==> config.mk <==
export PLATFORM = sky130hd
export DESIGN_NAME = cnt_sorter
export DESIGN_NICKNAME = d
export VERILOG_FILES = /design/src/rtl/huff_pkg.sv /design/src/rtl/cnt_cmp_swap.sv /design/src/rtl/cnt_sorter.sv
export SDC_FILE = /design/constraint.sdc
export NUM_CORES = 1
export LEC_CHECK = 0
export CORE_MARGIN = 1.5
export CORE_UTILIZATION = 52
export DETAILED_ROUTE_END_ITERATION = 6
export PLACE_DENSITY = 0.85
export SYNTH_ARGS = -nofsm -noshare
export SYNTH_HDL_FRONTEND = slang
export SYNTH_SLANG_ARGS = --single-unit
export TNS_END_PERCENT = 20
==> constraint.sdc <==
create_clock -name clk -period 4.2 [get_ports clk]
set_clock_uncertainty 0.15 [all_clocks]
set_input_delay 1.26 -clock clk [delete_from_list [all_inputs] [get_ports clk]]
set_output_delay 1.26 -clock clk [all_outputs]
set_load 0.02 [all_outputs]
==> src/rtl/huff_pkg.sv <==
// huff_pkg: shared constants and types for the Huffman pipeline stages
package huff_pkg;

    localparam int NSYM      = 6;
    localparam int SYM_W     = 3;
    localparam int CNT_W_DEF = 8;
    localparam int PASS_LAST = 5;

    typedef enum logic {IDLE, SORT} state_t;

    typedef struct packed {
        logic [SYM_W-1:0]     sym;
        logic [CNT_W_DEF-1:0] cnt;
    } slot_t;

endpackage

==> src/rtl/cnt_cmp_swap.sv <==
// cnt_cmp_swap: compare-exchange cell; larger count goes to hi, equal counts keep the lower symbol ID in hi
module cnt_cmp_swap
    import huff_pkg::*;
#(
    parameter int CNT_W = CNT_W_DEF
) (
    input  logic [SYM_W+CNT_W-1:0] a,
    input  logic [SYM_W+CNT_W-1:0] b,
    output logic [SYM_W+CNT_W-1:0] hi,
    output logic [SYM_W+CNT_W-1:0] lo
);

    typedef struct packed {
        logic [SYM_W-1:0] sym;
        logic [CNT_W-1:0] cnt;
    } cslot_t;

    cslot_t sa;
    cslot_t sb;
    logic   swap;

    assign sa   = a;
    assign sb   = b;
    assign swap = (sb.cnt > sa.cnt) || ((sb.cnt == sa.cnt) && (sb.sym < sa.sym));
    assign hi   = swap ? b : a;
    assign lo   = swap ? a : b;

endmodule

==> src/rtl/cnt_sorter.sv <==
// cnt_sorter: captures six symbol counts and sorts them by odd-even transposition (optional CNT_SORTER_CHECKSUM_EN adds sum_err)
module cnt_sorter
    import huff_pkg::*;
#(
    parameter int CNT_W = CNT_W_DEF
`ifdef CNT_SORTER_CHECKSUM_EN
    ,
    parameter int EXP_TOTAL = 100
`endif
) (
    input  logic                   clk,
    input  logic                   reset,
    input  logic                   CNT_valid,
    input  logic [CNT_W-1:0]       CNT1,
    input  logic [CNT_W-1:0]       CNT2,
    input  logic [CNT_W-1:0]       CNT3,
    input  logic [CNT_W-1:0]       CNT4,
    input  logic [CNT_W-1:0]       CNT5,
    input  logic [CNT_W-1:0]       CNT6,
    output logic                   busy,
    output logic                   sort_valid,
    output logic [SYM_W*NSYM-1:0]  sort_sym,
    output logic [CNT_W*NSYM-1:0]  sort_cnt
`ifdef CNT_SORTER_CHECKSUM_EN
    ,
    output logic                   sum_err
`endif
);

    localparam int SLOT_W = SYM_W + CNT_W;

    typedef struct packed {
        logic [SYM_W-1:0] sym;
        logic [CNT_W-1:0] cnt;
    } cslot_t;

    state_t            state;
    state_t            state_nx;
    logic [2:0]        pass;
    logic              odd;
    logic              last;
    logic              start;
    cslot_t            slot    [NSYM];
    cslot_t            slot_nx [NSYM];
    cslot_t            load    [NSYM];
    logic [SLOT_W-1:0] ca  [3];
    logic [SLOT_W-1:0] cb  [3];
    logic [SLOT_W-1:0] chi [3];
    logic [SLOT_W-1:0] clo [3];

    assign busy  = (state == SORT);
    assign odd   = pass[0];
    assign last  = (pass == 3'(PASS_LAST));
    assign start = !busy && CNT_valid;

    // Initial slot contents: slot k carries symbol k+1 and its count
    always_comb begin
        load[0] = '{sym: SYM_W'(1), cnt: CNT1};
        load[1] = '{sym: SYM_W'(2), cnt: CNT2};
        load[2] = '{sym: SYM_W'(3), cnt: CNT3};
        load[3] = '{sym: SYM_W'(4), cnt: CNT4};
        load[4] = '{sym: SYM_W'(5), cnt: CNT5};
        load[5] = '{sym: SYM_W'(6), cnt: CNT6};
    end

    // Operand routing: even passes pair (0,1)(2,3)(4,5); odd passes reuse cells 0,1 on (1,2)(3,4)
    always_comb begin
        ca[0] = odd ? slot[1] : slot[0];
        cb[0] = odd ? slot[2] : slot[1];
        ca[1] = odd ? slot[3] : slot[2];
        cb[1] = odd ? slot[4] : slot[3];
        ca[2] = slot[4];
        cb[2] = slot[5];
    end

    for (genvar i = 0; i < 3; i++) begin : g_cs
        cnt_cmp_swap #(.CNT_W(CNT_W)) u_cs (
            .a  (ca[i]),
            .b  (cb[i]),
            .hi (chi[i]),
            .lo (clo[i])
        );
    end

    // Slot contents after one pass; end slots pass through untouched on odd passes
    always_comb begin
        slot_nx[0] = odd ? slot[0] : cslot_t'(chi[0]);
        slot_nx[1] = odd ? cslot_t'(chi[0]) : cslot_t'(clo[0]);
        slot_nx[2] = odd ? cslot_t'(clo[0]) : cslot_t'(chi[1]);
        slot_nx[3] = odd ? cslot_t'(chi[1]) : cslot_t'(clo[1]);
        slot_nx[4] = odd ? cslot_t'(clo[1]) : cslot_t'(chi[2]);
        slot_nx[5] = odd ? slot[5] : cslot_t'(clo[2]);
    end

    // State register
    always_ff @(posedge clk or negedge reset) begin
        if (!reset) state <= IDLE;
        else        state <= state_nx;
    end

    // Next state: leave IDLE on an accepted frame, leave SORT after the last pass
    always_comb begin
        state_nx = (state == IDLE) ? (CNT_valid ? SORT : IDLE) : (last ? IDLE : SORT);
    end

    // Slot storage, pass counter and completion pulse
    always_ff @(posedge clk or negedge reset) begin
        if (!reset) begin
            slot       <= '{default: '0};
            pass       <= '0;
            sort_valid <= 1'b0;
        end else begin
            sort_valid <= busy && last;
            if (start) begin
                slot <= load;
                pass <= '0;
            end else if (busy) begin
                slot <= slot_nx;
                pass <= last ? 3'd0 : pass + 3'd1;
            end
        end
    end

    for (genvar k = 0; k < NSYM; k++) begin : g_out
        assign sort_sym[SYM_W*k +: SYM_W] = slot[k].sym;
        assign sort_cnt[CNT_W*k +: CNT_W] = slot[k].cnt;
    end

`ifdef CNT_SORTER_CHECKSUM_EN
    localparam int SUM_W = CNT_W + 3;

    logic [SUM_W-1:0] sum;
    logic             sum_bad;

    assign sum = SUM_W'(CNT1) + SUM_W'(CNT2) + SUM_W'(CNT3)
               + SUM_W'(CNT4) + SUM_W'(CNT5) + SUM_W'(CNT6);

    // Record the checksum verdict at load and present it alongside sort_valid
    always_ff @(posedge clk or negedge reset) begin
        if (!reset) begin
            sum_bad <= 1'b0;
            sum_err <= 1'b0;
        end else begin
            sum_err <= busy && last && sum_bad;
            if (start) sum_bad <= (sum != SUM_W'(EXP_TOTAL));
        end
    end
`endif

endmodule

==> summary.md, run 1 <==
| Metric | Value |
|---|---|
| FF+latch count, synth | `71` |
| Layout Nets | `821` |
| Post-synthesis xor/xnor area fraction | `0%` |
| CTS Sinks | `71` |
| Setup Total Neg Slack | `0 ns` |
| Largest net degree at the start of global routing | `40` |
| Die Span Y | `107 um` |
| Io pins | `119` |
| Main combinational cell family by area after synthesis | `compound AO/OA/AOI/OAI gates` |
| Die W | `107 um` |
| CP Data Arrival Time | `4.04 ns` |
| GRT overflow | `0` |
| Setup-failing EPs final | `0` |
| First-pass iteration count of the detailed router | `5` |
| Achievable Freq | `254 MHz` |
| IO buf count | `118` |
| Via Count | `5,772` |
| Critical Path End Type | `flop` |
| Worst setup SP type | `flop` |
| Synth Cell Area | `5590 um2` |
| CP Data Required Time | `4.30 ns` |
| Clk root buf | `clkbuf_8` |
| Setup bufs post-CTS | `0` |
| Rel. slew slack | `39.6%` |
| Post_cts resized | `0` |
| Drt initial violations | `430` |
| First-pass GRT wire length | `29.1 mm` |
| RSZ-0062 raised after global routing | `no` |
| Async SR Flop Fraction | `100%` |
| Hold Path End | `sort_valid` |
| Syn_nets | `714` |
| DRC errors left | `0` |
| Leading area contributor after synthesis | `dfrtp_1` |
| Minimum clock period after layout | `3.94 ns` |
| Final wirelength | `18.4 mm` |
| H-tree levels | `3` |
| Crit Path Category | `reg2reg` |
| Crit path max fanout | `32` |
| Final hold violation count | `0` |
| Initial antenna violation count | `0` |
| Area Growth Syn to Fin | `27.6%` |
| Vias in the first global route | `5,722` |
| Reg clk slew, reported paths | `0.08 ns` |
| Worst Min Path Start | `pass[1]` |
| Top-area cell type share of the netlist area | `31.8%` |
| Worst Hold Class | `reg2reg` |
| Clock buffer depth | `2` |
| Status | `completed` |
| Maxcap violations | `0` |
| CTS tree | `built` |
| Routed WL per cell | `20.9 um` |
| Gpl congestion | `0.953` |
| Area share of fa/ha/maj cells after synthesis | `6.71%` |
| CTS Buf Count | `9` |
| # rows | `37` |
| Syn Inst Count | `633` |
| Detail Route Antenna Nets | `0` |
| Seq/Total Area, Yosys | `31.8%` |
| Core area | `10,400 um2` |
| Synth Flop Type | `dfrtp_1` |
| Die area | `11,400 um2` |
| CTS Hold Buffers Added | `0` |
| Post-synthesis compound-gate area fraction | `30.0%` |
| Mux contribution to synthesized area | `10.7%` |
| R2R depth | `8` |
| Synth Area per Inst | `8.83 um2` |
| Yosys cell types | `62` |
| Worst-margin pin slew | `0.903 ns` |
| Clk_lat worst skew | `0.36 ns` |
| Reg2Reg Setup Slack | `0.26 ns` |
| RR Startpoint | `pass[0]` |
| Total GRT Usage | `32.7%` |
| Share of cells above drive strength 1 | `11.7%` |
| Initial Utilization | `53.9%` |
| RR Endpoint | `sort_cnt[15]` |
| Commonest non-fill, non-tap cell in the layout | `clkdlybuf4s50_1` |
| Vias/cell | `6.56` |
| Final cycle utilization of the critical path | `93.9%` |
| Final Max Slew Viols | `0` |
| Synth Warn # | `0` |
| Hold depth | `1` |
| Simple-gate share of the synthesized area | `14.0%` |
| EDFF count, synth | `0` |
| DP HPWL | `13.2 mm` |
| Dominant cells by area after synthesis | `dfrtp_1 32%, ha_1 6.7%, mux2_2 6.0%` |
| Most frequent cells in the layout | `117 x clkdlybuf4s50_1, 70 x dfrtp_1, 65 x a21oi_1` |
| Ant diodes | `0` |
## Yosys cell counts, types with 4 or more instances
cell / number
a22oi_1: 5
o31ai_1: 7
buf_4: 7
a311oi_1: 7
dfrtp_1: 71
a211oi_1: 21
a21oi_1: 65
o211ai_1: 4
nand3_1: 6
o21ai_1: 5
o21a_1: 26
a21o_1: 5
nor3_1: 47
buf_2: 11
nand2_1: 38
inv_1: 37
o22ai_1: 4
nor3b_1: 4
o21ai_0: 37
clkbuf_1: 23
mux2_2: 30
and3_1: 8
o32a_1: 15
mux2i_1: 25
nor2b_1: 4
ha_1: 30
o31a_1: 8
nand4_1: 6
nor2_1: 29
## final cells by class
type                            count  area [um2]
Multi-Input combinational cell    478        3440
Fill cell                         835        3240
Sequential cell                    71        1780
Timing Repair Buffer              140        1370
Tap cell                          136         170
Clock buffer                       12         165
Inverter                           40         150
Clock inverter                      3        65.1
## critical path, cell delays in order (launching register included)
cell	delay [ns]
dfrtp_2	0.70
buf_12	0.28
mux2_2	0.39
ha_1	0.34
nand4_2	0.18
o31a_4	0.49
nor2_1	0.73
a211oi_1	0.18
o32a_1	0.37
## metrics by stage
step	cell area (um2)	std cells	worst slack (ns)	hold WS, ns	utilization [%]
finish	7130	880	0.256	0.385	68.8
global route	7130	880	0.0698	0.395	68.8
CTS	7130	880	0.307	0.372	68.8
detailed placement	6900	865	0.337	0.360	66.6
global placement	6900	865	0.474	0.360	66.6
floorplan	5590	633	1.11	0.337	-
## how the worst max path moves through the flow
| stage | from | endpoint | slack (ns) | cells after the start |
|---|---|---|---|---|
| 3_5_place_dp | pass[0] | sort_cnt[15] | 0.34 | 8 |
| 3_3_place_gp | pass[0] | sort_cnt[15] | 0.47 | 8 |
| 6_report | pass[0] | sort_cnt[15] | 0.26 | 8 |
| 4_1_cts | pass[0] | sort_cnt[15] | 0.31 | 8 |
| 5_1_grt | pass[0] | sort_sym[7] | 0.07 | 8 |
| 2_1_floorplan | pass[0] | sort_cnt[14] | 1.11 | 13 |
## sequential cells by signal (all words and copies together) (netlist names)
name        cells
busy            1
pass            3
sort_cnt       48
sort_sym       18
sort_valid      1
## routing by layer
| layer | GRT usage [%] | up-vias | wire, um |
|---|---|---|---|
| met5 | 0 | - | 0 |
| met4 | 15.2 | 0 | 576 |
| met3 | 4.01 | 54 | 1360 |
| met2 | 53.1 | 312 | 8780 |
| met1 | 43.6 | 2806 | 7700 |
| li1 | - | 2600 | - |
## logic make-up after synthesis
logic type	count (synthesis)
AO/OA/AOI/OAI	236
adder cells (fa/ha/maj)	30
buffers and inverters	84
AND/OR/NAND/NOR	156
flip-flops	71
multiplexers	56
Power of run 1 is left out: the tool's default activity adds up to more than one toggle a clock period on the data nets, which glitch-free logic cannot reach.
==> inputs of run 2 (changes only) <==
==> constraint.sdc (replaced) <==
create_clock -name clk -period 4.2 [get_ports clk]
set_clock_uncertainty 0.15 [all_clocks]
set_input_delay 1.26 -clock clk [delete_from_list [all_inputs] [get_ports clk]]
set_output_delay 1.26 -clock clk [all_outputs]
set_load 0.1 [all_outputs]
==> run 2 against run 1 <==
Hold slack better by 0.0073 ns. Die area stayed put. Final cell count stayed put. Critical path type unchanged. Highest routed layer unchanged.
==> summary.md, run 2 (synthesis results as in run 1) <==
| Metric | Value |
|---|---|
| Vias/cell | `6.47 (-1.4%)` |
| Most frequent cells in the layout | `79 x buf_4, 70 x dfrtp_1, 65 x a21oi_1` |
| Ant diodes | `0 (unchanged)` |
| Minimum clock period after layout | `3.94 ns (-0.00120 ns)` |
| Routed WL per cell | `20.4 um (-2.3%)` |
| RSZ-0062 raised after global routing | `no` |
| Worst setup SP type | `flop` |
| Hold WS | `0.392 ns (+0.00732 ns)` |
| Final cycle utilization of the critical path | `93.9% (about the same)` |
| DP HPWL | `13.1 mm (-0.82%)` |
| CP max stage delay | `0.75 ns (+0.02 ns)` |
| CP Data Required Time | `4.30 ns (about the same)` |
| First-pass iteration count of the detailed router | `5 (unchanged)` |
| Largest register FFs | `48 (unchanged)` |
| Worst Path Buf+Inv | `1 (unchanged)` |
| Achievable Freq | `254 MHz (about the same)` |
| Vias in the first global route | `5,769 (+0.82%)` |
| # rows | `37 (unchanged)` |
| Core Util, Final | `66.7% (-2.1 points)` |
| Largest net degree at the start of global routing | `38 (-5.0%)` |
| Maxcap violations | `0 (unchanged)` |
| Share of cells above drive strength 1 | `19.4% (+7.7 points)` |
| CTS tree | `built` |
| Setup Total Neg Slack | `0 ns (unchanged)` |
| Slowest CP cell | `nor2_1` |
| CTS Hold Buffers Added | `0 (unchanged)` |
| Critical path's top delay family | `compound AO/OA/AOI/OAI gates` |
| Final wirelength | `18.0 mm (-2.3%)` |
| H-tree levels | `3 (unchanged)` |
| Reg2Reg Setup Slack | `0.26 ns (about the same)` |
| Rel. slew slack | `34.1% (-5.5 points)` |
| Final hold violation count | `0 (unchanged)` |
| Setup-failing EPs final | `0 (unchanged)` |
| Drt initial violations | `485 (+13%)` |
| Gpl congestion | `0.920 (-3.4%)` |
| CTS Buf Count | `9 (unchanged)` |
| Initial antenna violation count | `0 (unchanged)` |
| Crit Path Category | `reg2reg` |
| Io pins | `119 (unchanged)` |
| Critical Path End Type | `flop` |
| First-pass GRT wire length | `29.2 mm (+0.47%)` |
| IO buf count | `118 (unchanged)` |
| Initial Utilization | `53.9% (unchanged)` |
| Layout Nets | `820 (-0.12%)` |
| Area Growth Syn to Fin | `23.7%` |
| Die area | `11,400 um2 (unchanged)` |
| CTS Sinks | `71 (unchanged)` |
| Setup bufs post-CTS | `0 (unchanged)` |
| CP Data Arrival Time | `4.04 ns (about the same)` |
| Core area | `10,400 um2 (unchanged)` |
| CP cell instances | `buf_12 -> mux2_2 -> ha_1 -> nand4_2 -> o31a_4 -> nor2_1 -> a211oi_1 -> o32a_1` |
| Worst-margin pin slew | `0.986 ns (+0.0827 ns)` |
| Status | `completed` |
| Reg clk slew, reported paths | `0.08 ns (about the same)` |
| Post_cts resized | `0 (unchanged)` |
| DRC errors left | `0 (unchanged)` |
| Clk_lat worst skew | `0.36 ns (about the same)` |
| Crit path max fanout | `33 (+3.1%)` |
| Final Max Slew Viols | `0 (unchanged)` |
| Clk root buf | `clkbuf_8` |
| Total GRT Usage | `32.7% (about the same)` |
| Detail Route Antenna Nets | `0 (unchanged)` |
| Die Span Y | `107 um (unchanged)` |
| Worst Hold Class | `reg2reg` |
| Commonest non-fill, non-tap cell in the layout | `buf_4` |
| Die W | `107 um (unchanged)` |
| GRT overflow | `0 (unchanged)` |
| Via Count | `5,691 (-1.4%)` |
| Clock buffer depth | `2 (unchanged)` |
## run 2: area by class of cell
type / instances / area [um2]
Fill cell: 882 / 3460
Timing Repair Buffer: 139 / 1210
Clock buffer: 13 / 149
Multi-Input combinational cell: 478 / 3440
Inverter: 40 / 150
Tap cell: 136 / 170
Clock inverter: 3 / 18.8
Sequential cell: 71 / 1780
## run 2: path summary, 6_finish.rpt
| check | from | cells after the start | end |
|---|---|---|---|
| max | pass[0] | 8 | sort_cnt[15] |
| min | pass[1] | 1 | sort_valid |
| max reg2reg | pass[0] | 8 | sort_cnt[15] |
| min reg2reg | pass[1] | 1 | sort_valid |
| max in group asynchronous | reset | 2 | sort_cnt[14] |
| min in group asynchronous | reset | 1 | sort_sym[17] |
## run 2: metal layers
layer / global-route usage, % / up-vias / share of wire, %
met3: 4.86 / 43 / 7.6
met4: 16.2 / 0 / 3.2
met1: 44.1 / 2763 / 42
li1: - / 2597 / -
met5: 0 / - / 0
met2: 51.2 / 288 / 47
## run 2: worst register-to-register path: stages (launching register included)
cell,delay [ns]
dfrtp_2,0.69
buf_12,0.28
mux2_2,0.42
ha_1,0.34
nand4_2,0.19
o31a_4,0.48
nor2_1,0.75
a211oi_1,0.17
o32a_1,0.36
## run 2: per-stage QoR
stage                     instance area, um2  worst slack, ns  cells
after CTS                               6910            0.316    880
after detailed placement                6750            0.342    864
after global placement                  6750            0.388    864
final                                   6910            0.257    880
after global routing                    6910            0.125    880
after floorplan                         5590            0.971    633
Power of run 2 is left out for the same reason.
